## config.mk

```make
export PLATFORM = sky130hd
export DESIGN_NAME = onehot_select_sequencer_flat
export DESIGN_NICKNAME = d
export VERILOG_FILES = /design/src/rtl/onehot_select_sequencer_if.sv /design/src/rtl/onehot_select_sequencer.sv /design/src/flat_wrapper.sv
export SDC_FILE = /design/constraint.sdc
export NUM_CORES = 1
export LEC_CHECK = 0
export BUFFER_PORTS_ARGS = -buffer_cell sky130_fd_sc_hd__clkbuf_2
export CAP_MARGIN = 15
export CORE_ASPECT_RATIO = 1.4
export CORE_MARGIN = 2
export CORE_UTILIZATION = 45
export DETAILED_ROUTE_END_ITERATION = 8
export PLACE_DENSITY = 0.81
export SLEW_MARGIN = 20
export SYNTH_ARGS = -nofsm -noshare
export SYNTH_HDL_FRONTEND = slang
export SYNTH_SLANG_ARGS = --single-unit
export TNS_END_PERCENT = 30
```

## constraint.sdc

```tcl
create_clock -name clk -period 1.75 [get_ports clk]
set_clock_uncertainty 0.15 [all_clocks]
set_input_delay 0.35 -clock clk [delete_from_list [all_inputs] [get_ports clk]]
set_output_delay 0.35 -clock clk [all_outputs]
set_load 0.05 [all_outputs]
```

## src/rtl/onehot_select_sequencer_if.sv

```systemverilog
// Request/response bundle for onehot_select_sequencer: valid/ready request side plus
// the registered one-hot select outputs and status pulses.
interface onehot_select_sequencer_if #(
    parameter int ADDR_W  = 5,
    parameter int NUM_OUT = 18
);
    logic              en;
    logic              mode;
    logic              in_valid;
    logic              in_ready;
    logic [ADDR_W-1:0] addr_in;
    logic [ADDR_W:0]   len_in;
    logic [NUM_OUT-1:0] y;
    logic [ADDR_W-1:0] y_idx;
    logic              busy;
    logic              done;
    logic              err;

    modport master (
        output en, mode, in_valid, addr_in, len_in,
        input  in_ready, y, y_idx, busy, done, err
    );

    modport slave (
        input  en, mode, in_valid, addr_in, len_in,
        output in_ready, y, y_idx, busy, done, err
    );
endinterface

```

## src/rtl/onehot_select_sequencer.sv

```systemverilog
// Registered one-hot write-select sequencer: DIRECT decodes one address, BURST walks
// consecutive targets one per enabled cycle, wrapping at NUM_OUT.
module onehot_select_sequencer #(
    parameter int ADDR_W  = 5,
    parameter int NUM_OUT = 18
) (
    input logic clk,
    input logic rst,
    onehot_select_sequencer_if.slave bus
);
    typedef enum logic {IDLE, BURST} state_t;

    localparam logic [ADDR_W:0]   NUM_OUT_W = (ADDR_W+1)'(NUM_OUT);
    localparam logic [ADDR_W-1:0] LAST_IDX  = ADDR_W'(NUM_OUT - 1);
    localparam logic [ADDR_W:0]   CNT_ONE   = (ADDR_W+1)'(1);

    state_t             state, state_n;
    logic [ADDR_W-1:0]  ptr, ptr_n;
    logic [ADDR_W:0]    cnt, cnt_n;
    logic [NUM_OUT-1:0] y_n;
    logic [ADDR_W-1:0]  y_idx_n;
    logic               busy_n, done_n, err_n;
    logic               accept, illegal;

    function automatic logic [NUM_OUT-1:0] decode(input logic [ADDR_W-1:0] a);
        logic [NUM_OUT-1:0] v;
        v = '0;
        for (int unsigned i = 0; i < NUM_OUT; i++) v[i] = (a == ADDR_W'(i));
        return v;
    endfunction

    function automatic logic [ADDR_W-1:0] next_ptr(input logic [ADDR_W-1:0] p);
        return (p == LAST_IDX) ? '0 : p + 1'b1;
    endfunction

    assign bus.in_ready = bus.en & (state == IDLE);
    assign accept       = bus.in_valid & bus.in_ready;
    assign illegal      = ({1'b0, bus.addr_in} >= NUM_OUT_W) |
                          (bus.mode & (bus.len_in > NUM_OUT_W));

    // First burst select is emitted from addr_in at the accept edge, so ptr/cnt then
    // track the select after the one currently on y and the count still to emit.
    always_comb begin
        state_n = state;
        ptr_n   = ptr;
        cnt_n   = cnt;
        y_n     = '0;
        y_idx_n = '0;
        busy_n  = (state == BURST);
        done_n  = 1'b0;
        err_n   = 1'b0;
        case (state)
            IDLE: begin
                if (accept) begin
                    if (illegal) begin
                        err_n = 1'b1;
                    end else if (!bus.mode) begin
                        y_n     = decode(bus.addr_in);
                        y_idx_n = bus.addr_in;
                        done_n  = 1'b1;
                    end else if (bus.len_in == '0) begin
                        done_n = 1'b1;
                    end else begin
                        state_n = BURST;
                        busy_n  = 1'b1;
                        y_n     = decode(bus.addr_in);
                        y_idx_n = bus.addr_in;
                        done_n  = (bus.len_in == CNT_ONE);
                        ptr_n   = next_ptr(bus.addr_in);
                        cnt_n   = bus.len_in - 1'b1;
                    end
                end
            end
            BURST: begin
                if (cnt == '0) begin
                    state_n = IDLE;
                    busy_n  = 1'b0;
                    ptr_n   = '0;
                end else if (bus.en) begin
                    y_n     = decode(ptr);
                    y_idx_n = ptr;
                    done_n  = (cnt == CNT_ONE);
                    ptr_n   = next_ptr(ptr);
                    cnt_n   = cnt - 1'b1;
                end
            end
            default: state_n = IDLE;
        endcase
    end

    always_ff @(posedge clk or posedge rst) begin
        if (rst) begin
            state     <= IDLE;
            ptr       <= '0;
            cnt       <= '0;
            bus.y     <= '0;
            bus.y_idx <= '0;
            bus.busy  <= 1'b0;
            bus.done  <= 1'b0;
            bus.err   <= 1'b0;
        end else begin
            state     <= state_n;
            ptr       <= ptr_n;
            cnt       <= cnt_n;
            bus.y     <= y_n;
            bus.y_idx <= y_idx_n;
            bus.busy  <= busy_n;
            bus.done  <= done_n;
            bus.err   <= err_n;
        end
    end
endmodule

```

## src/flat_wrapper.sv

```systemverilog
// flat-port wrapper written by rule: the top's interface ports become plain ports
module onehot_select_sequencer_flat 
#(
    parameter int ADDR_W  = 5,
    parameter int NUM_OUT = 18
)
  (clk, rst, bus_en, bus_mode, bus_in_valid, bus_addr_in, bus_len_in, bus_in_ready, bus_y, bus_y_idx, bus_busy, bus_done, bus_err);
  onehot_select_sequencer_if #(.ADDR_W(ADDR_W), .NUM_OUT(NUM_OUT)) bus_i ();
  input logic clk;
  input logic rst;
  input wire logic [$bits(bus_i.en)-1:0] bus_en;
  input wire logic [$bits(bus_i.mode)-1:0] bus_mode;
  input wire logic [$bits(bus_i.in_valid)-1:0] bus_in_valid;
  input wire logic [$bits(bus_i.addr_in)-1:0] bus_addr_in;
  input wire logic [$bits(bus_i.len_in)-1:0] bus_len_in;
  output wire logic [$bits(bus_i.in_ready)-1:0] bus_in_ready;
  output wire logic [$bits(bus_i.y)-1:0] bus_y;
  output wire logic [$bits(bus_i.y_idx)-1:0] bus_y_idx;
  output wire logic [$bits(bus_i.busy)-1:0] bus_busy;
  output wire logic [$bits(bus_i.done)-1:0] bus_done;
  output wire logic [$bits(bus_i.err)-1:0] bus_err;
  assign bus_i.en = bus_en;
  assign bus_i.mode = bus_mode;
  assign bus_i.in_valid = bus_in_valid;
  assign bus_i.addr_in = bus_addr_in;
  assign bus_i.len_in = bus_len_in;
  assign bus_in_ready = bus_i.in_ready;
  assign bus_y = bus_i.y;
  assign bus_y_idx = bus_i.y_idx;
  assign bus_busy = bus_i.busy;
  assign bus_done = bus_i.done;
  assign bus_err = bus_i.err;
  onehot_select_sequencer #(.ADDR_W(ADDR_W), .NUM_OUT(NUM_OUT)) u_core (.clk(clk), .rst(rst), .bus(bus_i));
endmodule
```

# Word level (Yosys, flattened, before mapping)
# Index checks and enable logic that the tools add are counted.
# W data, S select, Z words.
[word_totals]
reg_bits = 37
inputBits = 16
output_inout_bits = 27
[op_classes]
n_addsub = 4
order_cmp = 2
n_eq_ne = 43
muxes = 46
n_bitwise = 5
n_reduce_logical = 6
[op_table]
columns = ["cell", "n"]
rows = [
  ["$mux W18", 6],
  ["$eq A5 B4 Y1 const B", 16],
  ["$mux W5", 14],
  ["$eq A5 B3 Y1 const B", 8],
  ["$mux W6", 6],
  ["$pmux W18 S2", 1],
  ["$eq A5 B2 Y1 const B", 4],
  ["$eq A5 B5 Y1 const B", 4],
  ["$pmux W5 S2", 2],
  ["$mux W1", 14],
  ["$eq A6 B1 Y1 const B", 2],
  ["$logic_not A6 Y1", 2],
  ["$pmux W6 S2", 1],
  ["$sub A6 B1 Y6 const B", 2],
  ["$add A5 B1 Y5 const B", 2],
  ["$eq A5 B1 Y1 const B", 2],
  ["$logic_not A5 Y1", 2],
  ["$ne A2 B2 Y1 const B", 5],
  ["$gt A6 B5 Y1 const B", 1],
  ["$reduce_and A6 Y1", 1],
  ["$ge A5 B5 Y1 const B", 1],
  ["$reduce_and A5 Y1", 1],
  ["$pmux W1 S2", 2],
  ["$and A1 B1 Y1", 3],
  ["other kinds (4)", 4],
]

# Logic depth before layout (Yosys ltp)
[depth]
ltp_word = 7
depth_mapped = 9
mapped_depth_nobuf = 8

# Least setup slack after synthesis
# OpenSTA, ideal clock, no wires.
[synth_path]
kind = "register to register"
start = "register u_core.bus.busy (netlist name)"
end = "register u_core.bus.y[10]"
setup_time_ns = 0.101
arrival_time_ns = 2.252
required_ns = 1.499
slack_ns = -0.753
stages_incl_launch_ff = 7
n_path_buf = 1
synth_period_minus_slack_ns = 2.503
path_cell_list = "dfrtp_1 -> nor2b_1 -> nand2_1 -> nor3b_2 -> buf_6 -> nand3b_4 -> o32ai_1"
[synth_rtl]
columns = ["element", "line", "rtl"]
rows = [
  ["to (signal assigned)", "onehot_select_sequencer.sv:105", "bus.y <= y_n;"],
  ["to (decl)", "onehot_select_sequencer_if.sv:26", "output in_ready, y, y_idx, busy, done, err"],
]

# Final worst setup path
[layout_path]
start = "register u_core.cnt[2]"
end = "register u_core.ptr[3]"
[layout_between]
elab_chain_cells = 3
elab_cells_between_ends = 5
cone_classes = "1 x eq/ne; 2 x mux; 2 x reduce/logical"
[layout_lines]
columns = ["element", "line", "rtl"]
rows = [
  ["from (decl)", "onehot_select_sequencer.sv:19", "logic [ADDR_W:0] cnt, cnt_n;"],
  ["from (signal assigned)", "onehot_select_sequencer.sv:104", "cnt <= cnt_n;"],
  ["$logic_not A6 Y1 (*)", "onehot_select_sequencer.sv:75", "if (cnt == '0) begin"],
  ["$ne A3 B3 Y1 (no source line) or $mux W5 (tied branches)", "--", ""],
  ["$reduce_and A5 Y1 (no source line) or $pmux W5 S2 (tied branches)", "--", ""],
  ["to (signal assigned)", "onehot_select_sequencer.sv:103", "ptr <= ptr_n;"],
  ["to (decl)", "onehot_select_sequencer.sv:18", "logic [ADDR_W-1:0] ptr, ptr_n;"],
]
# Every way passes the cells marked *; elsewhere a longest branch is shown, timed or not.
# A chain may end at the register's enable or synchronous reset.

==> summary.txt <==
Outcome
  – Status: finished, violations left
  – Failing checks: setup timing

Synth
  – Number of flops mapped to enable cells by yosys: 0
  – Cells after Synth: around 230
  – Syn avg cell area: between 9 and 10 sq um
  – Cell area after synthesis: between 2000 and 2500 sq um
  – Ys Warns: 0
  – Top FF cell, synth: dfrtp_1
  – Xor/xnor share of the synthesized area: under 10%
  – Post-synthesis mux area share: less than 1%
  – Synth Area in Adders: between 8 and 9%
  – Synth cell types: between 50 and 60
  – Post-synth net total: roughly 270
  – Largest family of logic cells by synthesized area: compound AO/OA/AOI/OAI gates
  – Synth Area in Compound Gates: between 20% and 30%
  – Synth Area in Simple Gates: 20.1%
  – FFs w/ async S/R, synth: 100%
  – #FFs+latches synth: 37
  – Sequential element share of the synthesized area: a little over two fifths

Place
  – GPL Wtd Cong: roughly 0.97
  – DP HPWL: roughly 4800 um
  – Pre-CTS setup slack: -0.402 ns
  – PortBufs: 42

Layout
  – Diode count: 0
  – P&R area growth vs syn: 50.8%
  – Total Nets Final: approximately 380
  – Layout cells sized above 1: 48.6%

Power and ir drop
  – Clock power frac: between 10 and 15%
  – Register share of total power: around 28%
  – PD cells: approximately 1300 nW/um^2
  – Pwr Total: roughly 4.4 mW
  – Comb pwr share: around 58%
  – Max IR drop VDD: around 0.00092 V
  – Switching Share: between 40% and 50%
  – Leakage: 1.63 nW
  – Internal: 2.48 mW
  – NetSw: 1.93 mW

Global route
  – Largest net degree at the start of global routing: 38
  – Vias in the first global route: 2,254
  – First-pass GRT wire length: 10,300 um
  – Initial antenna violation count: 0
  – Total track usage: ~25%
  – Grt ovf: 0

Timing
  – Final Hold Vio Count: 0
  – Final setup fails: 28
  – Tcrit/Tclk final: 105%
  – Period minus WS final: roughly 1.8 ns
  – RSZ-0062 raised after global routing: true
  – Setup ws final: -0.0848 ns
  – Max_slew headroom: 68.8%
  – Hold_ws: 0.227 ns
  – Measured slew at the worst slew-check pin: approximately 0.47 ns
  – Max Clk Rate: around 550 MHz
  – Final Max Slew Viols: 0

Clocking
  – Num CTS Buffers: 5
  – CTS root buffer: clkbuf_8
  – Clock-pin slew on the worst setup and hold paths: around 0.07 ns
  – Sink Count: 37
  – CTS max path bufs: 2
  – H-Tree Depth: 2
  – Clock Latency Late Sink: ~0.30 ns
  – CTS tree: done

Run
  – Max-cap violations: 0

Floorplanning
  – Top Ports: 43
  – Starting Density: approximately 46%
  – Full die area: about 5500 sq um
  – Site row count: 30
  – Die X: between 60 and 70 um
  – Die H: between 80 and 90 um
  – CORE AREA: between 4000 and 5000 sq um

Drt
  – ANT nets after route: 0
  – WL final: ~6500 um
  – Wire length per cell: ~16 um
  – Average via count per standard cell: approximately 5.5
  – First-pass DRT Iterations: 4
  – 1st-iter DRT viols: approximately 160
  – DRC violations left: 0
  – Via Count: approximately 2,300

Worst hold path
  – Hold Crit Class: input port to flop

Setup path
  – Reg-to-reg slack, setup: -0.08 ns
  – Critical path class: flop to flop
  – Required time worst endpoint: around 1.8 ns
  – Crit path DAT: approximately 1.9 ns
  – CP endpoint kind: flop
  – Maximum fanout along the worst path: 8
  – Crit path launch type: flop
layout make-up:
class / count / area [sq um]
inverters: 17 / 66.3
fillers: 365 / 1460
clock buffers: 7 / 86.3
multi-input cells: 173 / 1370
repair buffers: 116 / 816
flip-flops and latches: 37 / 927
well taps: 64 / 80.1
final timing paths:
kind	start	to	cells past startpoint
max reg2reg	u_core.cnt[2]$_DFFE_PP0P_	u_core.ptr[3]$_DFFE_PP0P_	6
max in group asynchronous	rst	u_core.bus.busy$_DFF_PP0_	4
min reg2reg	u_core.cnt[0]$_DFFE_PP0P_	u_core.cnt[0]$_DFFE_PP0P_	2
min	bus_addr_in[4]	u_core.bus.y_idx[4]$_DFF_PP0_	3
max	u_core.cnt[2]$_DFFE_PP0P_	u_core.ptr[3]$_DFFE_PP0P_	6
min in group asynchronous	rst	u_core.ptr[0]$_DFFE_PP0P_	4
cells in the final DEF, fill, tap and decap left out, types with 8 or more instances in the layout:
| cell type | Yosys | layout |
|---|---|---|
| clkbuf_2 | 0 | 38 |
| o21ai_2 | 0 | 8 |
| ha_1 | 15 | 13 |
| nand2_1 | 38 | 33 |
| o21ai_0 | 20 | 10 |
| buf_4 | 2 | 65 |
| o21ai_1 | 11 | 13 |
| nor2_1 | 12 | 10 |
| nand3_1 | 8 | 8 |
| dfrtp_1 | 37 | 36 |
| inv_1 | 17 | 13 |
| buf_6 | 1 | 9 |
repair_timing:
item | in CTS | in global routing
setup endpoints to repair | 28 | 36
resized for setup | 24 | 41
pin swaps | 12 | 17
endpoints found under the hold margin | 27 | 0
buffers inserted | 7 | 4
hold buffers | 1 | 0
synth_stat cells (2+ instances only):
library cell   n  area [sq um]
buf_4          2          15.0
dfrtp_1       37           926
xnor2_1        5          43.8
nor4_1         2          12.5
o211ai_2       2          25.0
nand3_1        8          40.0
o221ai_1       2          17.5
nand2_1       38           143
nor2_1        12          45.0
o21ai_0       20           100
and3_1         5          31.3
a22o_1         4          35.0
ha_1          15           188
inv_1         17          63.8
o32ai_1        4          35.0
nand4_1        3          18.8
o22ai_1        4          25.0
a21oi_1        5          25.0
clkbuf_1       2          7.51
nor3_1         5          25.0
o21ai_1       11          55.1
through the flow:
stage	cell area (sq um)	TNS, ns	util [%]	instances
floorplan	2240	-2.30	-	234
global placement	2930	-9.27	61.0	395
detailed placement	2930	-11.41	61.0	395
CTS	3180	-1.14	66.2	410
global route	3350	-3.22	69.7	414
finish	3350	-1.20	69.7	414
state kept, by name, summed over array words and instances, names as in the netlist:
register and cells:
u_core.ptr 5, u_core.bus.done 1, u_core.cnt 6, u_core.bus.y_idx 5, u_core.bus.err 1, u_core.bus.busy 1, u_core.bus.y 18
power groups by stage:
stage | clock network, mW | registers [mW] | logic [mW]
floorplan | 0 | 1.52 | 0.945
global placement | 0 | 1.22 | 2.09
detailed placement | 0 | 1.23 | 2.14
CTS | 0.614 | 1.23 | 2.28
global route | 0.666 | 1.26 | 2.76
finish | 0.612 | 1.24 | 2.56
per-layer routing:
metal | wire length [um] | global-route usage, % | vias up
met3 | 263 | 3.88 | 30
met4 | 318 | 16.8 | 0
met1 | 2180 | 22.7 | 1084
met2 | 3770 | 48.6 | 93
li1 | - | - | 1062
met5 | 0 | 0 | -
cells by family after synthesis:
group                      count (synthesis)
AOI/OAI and AO/OA                         65
and+or+nand+nor                           86
muxes                                      1
DFF                                       37
adders and majority gates                 15
xor gates and xnor gates                   6
buffers and inverters                     24
critical path: stages (launching register included):
cell,delay [ns]
dfrtp_1,0.41
nor4_4,0.34
buf_4,0.20
a21oi_2,0.07
o22ai_4,0.26
o21ai_1,0.11
a22o_1,0.19
No activity file was read; power rests on OpenSTA's default activity.
